$ cat src/rtl/mestre_polinomio_pkg.sv
// Shared definitions for the polynomial-unit initiator and its handshake.
// State encoding is 3 bits and matches the handshake used by projeto.
package mestre_polinomio_pkg;

    localparam int TIMEOUT_PADRAO = 64;

    typedef enum logic [2:0] {
        OCIOSO  = 3'd0,
        DISPARA = 3'd1,
        ESPERA  = 3'd2,
        CAPTURA = 3'd3,
        LIBERA  = 3'd4,
        FIM     = 3'd5
    } estado_t;

endpackage

$ cat src/rtl/mestre_polinomio_temporizador.sv
// Handshake watchdog: cleared on state entry, counts while waiting on LED.
// Saturates at TIMEOUT-1 and flags expiry.
module mestre_polinomio_temporizador
    import mestre_polinomio_pkg::*;
#(
    parameter int TIMEOUT = TIMEOUT_PADRAO
) (
    input  logic ck,
    input  logic rst,
    input  logic limpa_i,
    input  logic conta_i,
    output logic expirou_o
);

    localparam int LT = (TIMEOUT > 2) ? $clog2(TIMEOUT) : 1;

    logic [LT-1:0] cont_q, cont_d;

    assign expirou_o = (cont_q == LT'(TIMEOUT - 1));

    always_comb begin
        cont_d = cont_q;
        if (limpa_i) begin
            cont_d = '0;
        end else if (conta_i && !expirou_o) begin
            cont_d = cont_q + LT'(1);
        end
    end

    always_ff @(posedge ck or posedge rst) begin
        if (rst) begin
            cont_q <= '0;
        end else begin
            cont_q <= cont_d;
        end
    end

endmodule

$ cat src/rtl/mestre_polinomio.sv
// Initiator for projeto: sweeps X over N values with fixed A/B/C,
// issues one job per X and streams each result out with its index.
module mestre_polinomio
    import mestre_polinomio_pkg::*;
#(
    parameter int LARGURA   = 16,
    parameter int LARG_CONT = 8,
    parameter int TIMEOUT   = TIMEOUT_PADRAO
) (
    input  logic                 ck,
    input  logic                 rst,
    input  logic                 cmd_inicio,
    input  logic [LARGURA-1:0]   x0,
    input  logic [LARG_CONT-1:0] n_jobs,
    input  logic [LARGURA-1:0]   a_in,
    input  logic [LARGURA-1:0]   b_in,
    input  logic [LARGURA-1:0]   c_in,
    output logic                 inicio,
    output logic                 pronto,
    output logic [LARGURA-1:0]   X,
    output logic [LARGURA-1:0]   A,
    output logic [LARGURA-1:0]   B,
    output logic [LARGURA-1:0]   C,
    input  logic [LARGURA-1:0]   Resultado,
    input  logic                 LED,
    output logic [LARGURA-1:0]   res_dado,
    output logic [LARG_CONT-1:0] res_indice,
    output logic                 res_valido,
    output logic                 ocupado,
    output logic                 fim,
    output logic                 erro_timeout
);

    estado_t estado_q, estado_d;

    logic [LARGURA-1:0]   x_q, x_d, a_q, a_d, b_q, b_d, c_q, c_d;
    logic [LARG_CONT-1:0] n_q, n_d, idx_q, idx_d;
    logic [LARGURA-1:0]   res_dado_q, res_dado_d;
    logic [LARG_CONT-1:0] res_indice_q, res_indice_d;
    logic inicio_q, inicio_d, pronto_q, pronto_d;
    logic res_valido_q, res_valido_d;
    logic ocupado_q, ocupado_d, fim_q, fim_d;
    logic erro_q, erro_d;
    logic expirou, ultimo;

    mestre_polinomio_temporizador #(
        .TIMEOUT (TIMEOUT)
    ) u_temp (
        .ck        (ck),
        .rst       (rst),
        .limpa_i   (estado_d != estado_q),
        .conta_i   ((estado_q == ESPERA) || (estado_q == LIBERA)),
        .expirou_o (expirou)
    );

    assign ultimo = (idx_q == n_q - LARG_CONT'(1));

    always_comb begin
        estado_d     = estado_q;
        x_d          = x_q;
        a_d          = a_q;
        b_d          = b_q;
        c_d          = c_q;
        n_d          = n_q;
        idx_d        = idx_q;
        res_dado_d   = res_dado_q;
        res_indice_d = res_indice_q;
        ocupado_d    = ocupado_q;
        erro_d       = erro_q;
        // Strobes follow the state one cycle later so every output is a flop.
        inicio_d     = (estado_q == DISPARA);
        pronto_d     = (estado_q == CAPTURA);
        res_valido_d = (estado_q == CAPTURA);
        fim_d        = (estado_q == FIM);
        unique case (estado_q)
            OCIOSO: begin
                if (cmd_inicio) begin
                    x_d       = x0;
                    a_d       = a_in;
                    b_d       = b_in;
                    c_d       = c_in;
                    n_d       = n_jobs;
                    idx_d     = '0;
                    erro_d    = 1'b0;
                    ocupado_d = 1'b1;
                    estado_d  = (n_jobs == '0) ? FIM : DISPARA;
                end
            end
            DISPARA: estado_d = ESPERA;
            ESPERA: begin
                if (LED) begin
                    estado_d = CAPTURA;
                end else if (expirou) begin
                    erro_d   = 1'b1;
                    estado_d = FIM;
                end
            end
            CAPTURA: begin
                res_dado_d   = Resultado;
                res_indice_d = idx_q;
                estado_d     = LIBERA;
            end
            LIBERA: begin
                if (!LED) begin
                    if (ultimo) begin
                        estado_d = FIM;
                    end else begin
                        x_d      = x_q + LARGURA'(1);
                        idx_d    = idx_q + LARG_CONT'(1);
                        estado_d = DISPARA;
                    end
                end else if (expirou) begin
                    erro_d   = 1'b1;
                    estado_d = FIM;
                end
            end
            FIM: begin
                ocupado_d = 1'b0;
                estado_d  = OCIOSO;
            end
            default: estado_d = OCIOSO;
        endcase
    end

    always_ff @(posedge ck or posedge rst) begin
        if (rst) begin
            estado_q     <= OCIOSO;
            x_q          <= '0;
            a_q          <= '0;
            b_q          <= '0;
            c_q          <= '0;
            n_q          <= '0;
            idx_q        <= '0;
            res_dado_q   <= '0;
            res_indice_q <= '0;
            inicio_q     <= 1'b0;
            pronto_q     <= 1'b0;
            res_valido_q <= 1'b0;
            ocupado_q    <= 1'b0;
            fim_q        <= 1'b0;
            erro_q       <= 1'b0;
        end else begin
            estado_q     <= estado_d;
            x_q          <= x_d;
            a_q          <= a_d;
            b_q          <= b_d;
            c_q          <= c_d;
            n_q          <= n_d;
            idx_q        <= idx_d;
            res_dado_q   <= res_dado_d;
            res_indice_q <= res_indice_d;
            inicio_q     <= inicio_d;
            pronto_q     <= pronto_d;
            res_valido_q <= res_valido_d;
            ocupado_q    <= ocupado_d;
            fim_q        <= fim_d;
            erro_q       <= erro_d;
        end
    end

    assign inicio       = inicio_q;
    assign pronto       = pronto_q;
    assign X            = x_q;
    assign A            = a_q;
    assign B            = b_q;
    assign C            = c_q;
    assign res_dado     = res_dado_q;
    assign res_indice   = res_indice_q;
    assign res_valido   = res_valido_q;
    assign ocupado      = ocupado_q;
    assign fim          = fim_q;
    assign erro_timeout = erro_q;

endmodule

$ cat config.mk
export PLATFORM = sky130hd
export DESIGN_NAME = mestre_polinomio
export DESIGN_NICKNAME = d
export VERILOG_FILES = /design/src/rtl/mestre_polinomio_pkg.sv /design/src/rtl/mestre_polinomio_temporizador.sv /design/src/rtl/mestre_polinomio.sv
export SDC_FILE = /design/constraint.sdc
export NUM_CORES = 1
export LEC_CHECK = 0
export ABC_AREA = 1
export CORE_MARGIN = 1
export CORE_UTILIZATION = 35
export DETAILED_ROUTE_END_ITERATION = 6
export PLACE_DENSITY_LB_ADDON = 0.2
export SYNTH_ARGS = -nofsm -noshare
export SYNTH_HDL_FRONTEND = slang
export SYNTH_HIERARCHICAL = 1
export SYNTH_SLANG_ARGS = --single-unit
export TNS_END_PERCENT = 10
$ cat constraint.sdc
create_clock -name ck -period 4.9 [get_ports ck]
set_input_delay 0.98 -clock ck [delete_from_list [all_inputs] [get_ports ck]]
set_output_delay 0.98 -clock ck [all_outputs]
set_load 0.02 [all_outputs]
# Word level (Yosys, flattened, before mapping)
# Index checks and enable logic that the tools add are counted.
# word_totals
ff_bits	118
in_bits	92
wordCells	69
# classes
n_addsub	4
eq_ne	13
n_mux	24
reduce_logical	13
# op_table
op	n
$mux W16	3
$pmux W16 S2	1
$mux W8	3
$mux W3	6
$add A16 B1 Y16 const B	1
$pmux W8 S2	1
$pmux W3 S5	1
$mux W6	2
$ne A2 B2 Y1 const B	5
$add A8 B1 Y8 const B	1
$eq A8 B8 Y1	1
$logic_not A8 Y1	1
$reduce_and A4 Y1	2
$sub A8 B1 Y8 const B	1
$add A6 B1 Y6 const B	1
$eq A3 B2 Y1 const B	2
$eq A3 B3 Y1 const B	2
$eq A6 B6 Y1 const B	1
$reduce_bool A2 Y1	3
$mux W1	5
$reduce_and A2 Y1	2
$eq A3 B1 Y1 const B	1
$logic_not A3 Y1	1
$ne A3 B3 Y1	1
6 further kinds	6

# Logic depth before layout (Yosys ltp)
# Gate-level depths: netlist of the first run.
# depth
depth_word	7
depth_mapped	15
ltp_nobuf	14

# By module
# The synthesis of the first run kept the hierarchy.
# modules_own_cells
module	instances	cells_per_inst	area_per_inst_um2
mestre_polinomio	1	697	5336.4
mestre_polinomio_temporizador	1	54	389.1

# Worst setup path after synthesis of the first run
# OpenSTA, ideal clock, no wires.
# synth_path
kind	input to register
from	in cmd_inicio
to	reg u_temp.cont_q[3]
setup_time_ps	117
arrival_time_ps	1978
path_slack_ps	2806
stages	9
path_cell_list	nand2_1 > buf_2 > nand4_1 > nor2_1 > o211ai_1 > inv_2 > nand2_2 > nand2_1 > nand2_1
# synth_between
elab_chain_cells	4
elab_cells_between_ends	5
cone_classes	eq/ne: 1; mux: 3; reduce/logical: 1
# synth_lines
element	line_no	rtl
from (decl)	mestre_polinomio.sv:12	input logic cmd_inicio,
$mux W3 (*)	mestre_polinomio.sv:77	if (cmd_inicio) begin
$pmux W3 S5 (*)	mestre_polinomio.sv:75	unique case (estado_q)
named net estado_d[0]	mestre_polinomio.sv:34	estado_t estado_q, estado_d;
$ne A3 B3 Y1 (*)	mestre_polinomio.sv:51	.limpa_i (estado_d != estado_q),
$mux W6 or $reduce_bool A2 Y1 (tied branches)	-	
to (signal assigned)	mestre_polinomio_temporizador.sv:34	cont_q <= cont_d;
to (decl)	mestre_polinomio_temporizador.sv:17	logic [LT-1:0] cont_q, cont_d;
# The timed path passes the listed nets; every way through them passes the cells marked *.
# A chain may end at the register's enable or synchronous reset.

# Final worst setup path of the first run
# layout_path
from	reg estado_q[1]
to	reg u_temp.cont_q[0]
# layout_between
elab_cells_between_ends	15
cone_classes	eq/ne: 5; mux: 6; reduce/logical: 4
# layout_lines
element	line_no	rtl
from (decl)	mestre_polinomio.sv:34	
from (signal assigned)	mestre_polinomio.sv:143	estado_q <= estado_d;
$eq A3 B3 Y1 (tied with other cells)	mestre_polinomio.sv:75	
$pmux W3 S5 (*)	mestre_polinomio.sv:75	
named net estado_d[0]	mestre_polinomio.sv:34	
$ne A3 B3 Y1 (*)	mestre_polinomio.sv:51	
$mux W6 or $reduce_bool A2 Y1 (tied branches)	-	
# Marked as above.

==> results of run 1 <==
## logic make-up after synthesis
family,share of synthesized area
adders and majority gates,0.008742
AOI/OAI and AO/OA,0.03212
xor gates and xnor gates,0.02448
buffers and inverters,0.06119
and+or+nand+nor,0.3577
DFF,0.5157
## cell usage after synthesis, types with 2 or more instances
cell type | n | area [um^2]
nand2_1 | 375 | 1408
dfrtp_1 | 118 | 2953
nand3_1 | 51 | 255.2
inv_1 | 39 | 146.4
nor2_1 | 37 | 138.9
o21ai_0 | 21 | 105.1
buf_2 | 16 | 80.08
inv_2 | 14 | 52.55
clkbuf_1 | 10 | 37.54
nor3_1 | 10 | 50.05
xnor2_1 | 8 | 70.07
xor2_1 | 8 | 70.07
nand4_1 | 7 | 43.79
o21ai_1 | 5 | 25.02
ha_1 | 4 | 50.05
a21oi_1 | 3 | 15.01
nand2_4 | 3 | 33.78
nor2_2 | 3 | 18.77
buf_6 | 2 | 22.52
nand2_2 | 2 | 12.51
nand3_4 | 2 | 35.03
nor2_4 | 2 | 22.52
## where the power goes
group | switching, uW | leakage (uW) | internal, uW | total [uW]
clock | 436 | 0.000308 | 919 | 1350
sequential | 312 | 0.00150 | 1360 | 1680
combinational | 1370 | 0.00225 | 989 | 2360
## through the flow
step           instance area, um^2  hold slack (ns)  instances
5_1_grt                       8373           0.4862       1155
3_3_place_gp                  7740           0.4537       1126
2_1_floorplan                 5725           0.4665        751
4_1_cts                       8373           0.4730       1155
3_5_place_dp                  7740           0.4584       1126
6_report                      8373           0.4658       1155
## registers in the layout, indices dropped and copies added (netlist names)
name,cells
A,16
B,16
C,16
X,16
erro_timeout,1
estado_q,3
fim,1
idx_q,8
inicio,1
n_q,8
ocupado,1
res_dado,16
res_indice,8
res_valido,1
u_temp/cont_q,6
## worst max-delay path, stage by stage (launching register included)
cell	delay [ns]
dfrtp_1	0.38
inv_1	0.10
nand2_1	0.13
nor2_4	0.10
inv_2	0.43
nand2_1	0.33
o21ai_0	0.16
nand4_1	0.12
nor2_1	0.12
o211ai_1	0.23
inv_2	0.19
nand2_2	0.08
nand2_1	0.06
nand2_1	0.05
## per-layer routing
layer / GRT usage / up-vias / part of all wire
met3: 0.06437 / 18 / 0.070
met4: 0.07114 / 0 / 0.014
met2: 0.3054 / 148 / 0.47
met1: 0.2409 / 2403 / 0.45
met5: 0 / - / 0
li1: - / 2680 / -
## worst min path at each step
stage / startpoint / end / slack [ns] / cells past startpoint
2_1_floorplan: estado_q[1]$_DFF_PP0_ / fim$_DFF_PP0_ / 0.47 / 1
3_3_place_gp: res_dado[15]$_DFFE_PP0P_ / res_dado[15]$_DFFE_PP0P_ / 0.45 / 2
3_5_place_dp: res_dado[3]$_DFFE_PP0P_ / res_dado[3]$_DFFE_PP0P_ / 0.46 / 2
4_1_cts: res_dado[3]$_DFFE_PP0P_ / res_dado[3]$_DFFE_PP0P_ / 0.47 / 2
5_1_grt: res_dado[12]$_DFFE_PP0P_ / res_dado[12]$_DFFE_PP0P_ / 0.49 / 2
6_report: res_dado[3]$_DFFE_PP0P_ / res_dado[3]$_DFFE_PP0P_ / 0.47 / 2
## final cells by class
class | count | share of cell area
Clock inverter | 9 | 0.02107
Multi-Input combinational cell | 550 | 0.2896
Timing Repair Buffer | 188 | 0.2253
Sequential cell | 118 | 0.3527
Clock buffer | 20 | 0.05454
Inverter | 54 | 0.02451
Tap cell | 216 | 0.03228
==> results.cfg, run 1 <==
[run_status]
outcome = finished, final reports clean

[grt]
grt_pass1_vias = 5082
grt_usage = 0.1915
grt_overflow = 0
antenna_found_initial = 0
grt_pass1_wl_um = 25010
grt_max_degree = 61

[timing]
finalSetupViolations = 0
timing.slew.headroom = 0.3614
worst_slack_ns = 2.289
max_freq_ghz = 0.3831
drv_slew = 0
min_period_ns = 2.611
rsz0062_at_grt = false
finalCritPeriodShare = 0.5328
hold_viol = 0
tightest_slew_ns = 0.9579
finalSetupTns_ns = 0
finClkSkew_ns = 0.006119

[floorplanning]
fp.dieH_um = 129.9
core.rowCount = 46
core_um2 = 15940
ioPinCount = 186
start_util = 0.3591
die_x_um = 129.9
die_area_um2 = 16870

[critical_path]
crit_required_ns = 5.19
endpoint_kind = flop
r2r_start = estado_q[1]$_DFF_PP0_
reg2reg_slack_ns = 2.29
crit_start = estado_q[1]$_DFF_PP0_
worstReg2RegEnd = u_temp/cont_q[0]$_DFFE_PP0P_
crit_type = flop to flop
crit_end = u_temp/cont_q[0]$_DFFE_PP0P_
crit_path_max_fanout = 31
cp_data_arrival_time_ns = 2.90
cp-start-kind = flop
reg2reg_depth = 13

[power_and_ir_drop]
leakagePower_uw = 0.004054
ir_drop_v = 0.0002731
power.density_nw_per_um2 = 643.8
finalPower_uw = 5390

[final_layout]
mostFrequentLayoutCells = nand2_1 (374), clkdlybuf4s50_1 (185), dfrtp_1 (118)
area_delta_synth_final_pct = 46.24
multi_input_area_um2 = 2425
drive_gt1_frac = 0.06603
regArea_um2 = 2953
mostFrequentLayoutCell = nand2_1
antenna_cells = 0
finalNetCount = 1025
final_util = 0.5252
nFillCells = 1503

[synth]
synthesis.instances = 751
synth_seq_cells = 118
async_reset_ff_frac = 1.000
avgSynthCellArea_um2 = 7.624
syn_area_um2 = 5725
synth.distinct_cells = 33
seq_area_frac_synth = 0.5157
synthFlopType = dfrtp_1
yosysWarnings = 6
synth_fp_nets = 847
synth_edf_count = 0

[cts]
cts_hold_buf = 0
cts_resized = 0
cts_setup_buffers = 0
clk_pin_slew_worst_paths_ns = 0.05
clock-sinks = 118
h-tree-depth = 4
cts_buffer_depth = 2
cts_buffers = 17
cts_tree = yes
clkLatencyLatePin_ns = 0.41
cts_root_buf = clkbuf_16

[placed_design]
post-place-ws_ns = 2.081
gp_congestion = 0.7937
port_buffers = 185
dpl.hpwl_um = 10530

[flow_run]
cap_violations = 0

[detailed_routing]
ant_nets = 0
drt_iter0_drc = 263
detail_route.wl_per_cell_um = 13.41
firstDrtPassIters = 4
drcViolationCount = 0
dr_total_vias = 5249
totalWireLength_um = 15490
avgViaCountPerCell = 4.545

[worst_hold_path]
hp-class = flop to flop
Power figures use the tool's default switching activity.
==> inputs of run 2 (changes only) <==
- clock period: 4.9 -> 2.15 ns (I/O delays scaled with it)
==> run 2 against run 1 <==
Final cell count up 1.4%. Register-to-register slack lost 2.1 ns. Clock skew grew 0.00089 ns. Wire length shrank 3.7%. Worst setup slack got worse by 2.1 ns. Flip-flop and latch count did not move. Sequential share of layout area shrank 0.77 points. Clock-buffer cell count increased by 1. Sequential power grew 130%. Critical endpoint is now X[3]. Largest power group unchanged.
==> results.cfg, run 2 (synthesized netlist as in run 1, its figures left out) <==
[grt]
grt_overflow = 0
grt_util_met1 = 0.2402
antenna_found_initial = 0
grt_pass1_wl_um = 23720
grt_pass1_vias = 4803
grt_use_met3 = 0.07585
grt_usage = 0.1826
grt_max_degree = 43
grt.busiest_layer = met2
grt_use_met2 = 0.2771

[cts]
cts_buffer_depth = 2
cts_tree = yes
h-tree-depth = 4
cts_hold_buf = 0
clkLatencyLatePin_ns = 0.41
cts_setup_buffers = 0
cts_resized = 0
cts_root_buf = clkbuf_16
clk_pin_slew_worst_paths_ns = 0.05
cts_buffers = 17
clock-sinks = 118

[timing]
timing.slew.headroom = 0.6802
min_period_ns = 1.991
finalSetupViolations = 0
drv_slew = 0
worst_slack_ns = 0.1595
hold_viol = 0
finalCritPeriodShare = 0.9258
rsz0062_at_grt = true
finClkSkew_ns = 0.007010
max_freq_ghz = 0.5024
tightest_slew_ns = 0.4760

[detailed_routing]
avgViaCountPerCell = 4.481
drt_iter0_drc = 336
totalWireLength_um = 14920
ant_nets = 0
dr_total_vias = 5247
firstDrtPassIters = 4
drcViolationCount = 0
detail_route.wl_per_cell_um = 12.74

[final_layout]
finalNetCount = 1040
final_cells = 1171
area_delta_synth_final_pct = 49.50
antenna_cells = 0
nFillCells = 1501
regArea_um2 = 2953
mostFrequentLayoutCells = nand2_1 (374), clkdlybuf4s50_1 (185), dfrtp_1 (118)
multi_input_area_um2 = 2425
mostFrequentLayoutCell = nand2_1
drive_gt1_frac = 0.08168

[critical_path]
crit_path_max_fanout = 8
critPathSlowestCell = clkdlybuf4s50_1
crit_required_ns = 1.72
critPathBufInv = 1
endpoint_kind = primary output
max_stage_delay_ns = 0.67
crit_start = X[3]$_DFFE_PP0P_
cp-start-kind = flop
r2r_start = u_temp/cont_q[0]$_DFFE_PP0P_
crit_type = flop to primary output
crit_family = buffers and inverters
cp_data_arrival_time_ns = 1.56
path_cells = clkdlybuf4s50_1

[floorplanning]
die_x_um = 129.9
ioPinCount = 186
core.rowCount = 46
fp.dieH_um = 129.9
core_um2 = 15940
die_area_um2 = 16870
start_util = 0.3591

[power_and_ir_drop]
finalPower_uw = 12540
ir_drop_v = 0.0007122
power.density_nw_per_um2 = 1465
leakagePower_uw = 0.004151

[placed_design]
gp_congestion = 0.7947
dp_cells = 1141
port_buffers = 185
post-place-ws_ns = 0.1276
dpl.hpwl_um = 10690

[run_status]
outcome = finished, final reports clean

[flow_run]
cap_violations = 0

[worst_hold_path]
hp-class = input pin to asynchronous set/reset pin
==> run 2: changes by cell type in the layout (fill, tap and decap cells not counted), sizes merged <==
cell,before,now
clkbuf,20,21
clkinvlp,1,2
buf,3,18
clkinv,4,3
bufinv,5,6
inv,53,52
==> run 2: layout make-up <==
| class | count | share of cell area |
|---|---|---|
| clock inverters | 9 | 0.02310 |
| well taps | 216 | 0.03157 |
| flip-flops and latches | 118 | 0.3450 |
| inverters | 54 | 0.02412 |
| repair buffers | 203 | 0.2380 |
| multi-input cells | 550 | 0.2833 |
| clock buffers | 21 | 0.05496 |
==> run 2: through the flow <==
stage	utilization	area, um^2	setup TNS (ns)	hold slack [ns]
floorplan	-	5729	0	0.2210
global route	0.5369	8559	-0.01714	0.3445
global placement	0.4950	7891	0	0.4543
CTS	0.5369	8559	0	0.3253
detailed placement	0.4950	7891	0	0.4576
finish	0.5369	8559	0	0.3300
==> run 2: final timing paths <==
path	endpoint	slack [ns]	cells after the start
worst max-delay path	X[3]	0.16	1
worst min-delay path	u_temp/cont_q[2]$_DFFE_PP0P_	0.33	2
worst max register to register	u_temp/cont_q[3]$_DFFE_PP0P_	0.22	13
worst min register to register	res_dado[11]$_DFFE_PP0P_	0.47	2
max in group asynchronous	n_q[1]$_DFFE_PP0P_	1.23	3
min in group ck	res_dado[11]$_DFFE_PP0P_	0.47	2
==> run 2: layer usage <==
layer / wire [um] / part of all wire / vias up
met4: 71 / 0.0048 / 0
met5: 0 / 0 / -
met3: 1149 / 0.077 / 9
met1: 6701 / 0.45 / 2374
li1: - / - / 2715
met2: 6994 / 0.47 / 149
==> run 2: where the power goes <==
group / switching (uW) / total, uW / internal, uW
logic: 3140 / 5520 / 2380
registers: 687 / 3790 / 3110
clock network: 972 / 3220 / 2250
==> inputs of run 3 (changes only) <==
- SLEW_MARGIN: default -> 20
==> results of run 3 <==
Final layout, timing and power as in run 2 (identical DEF).
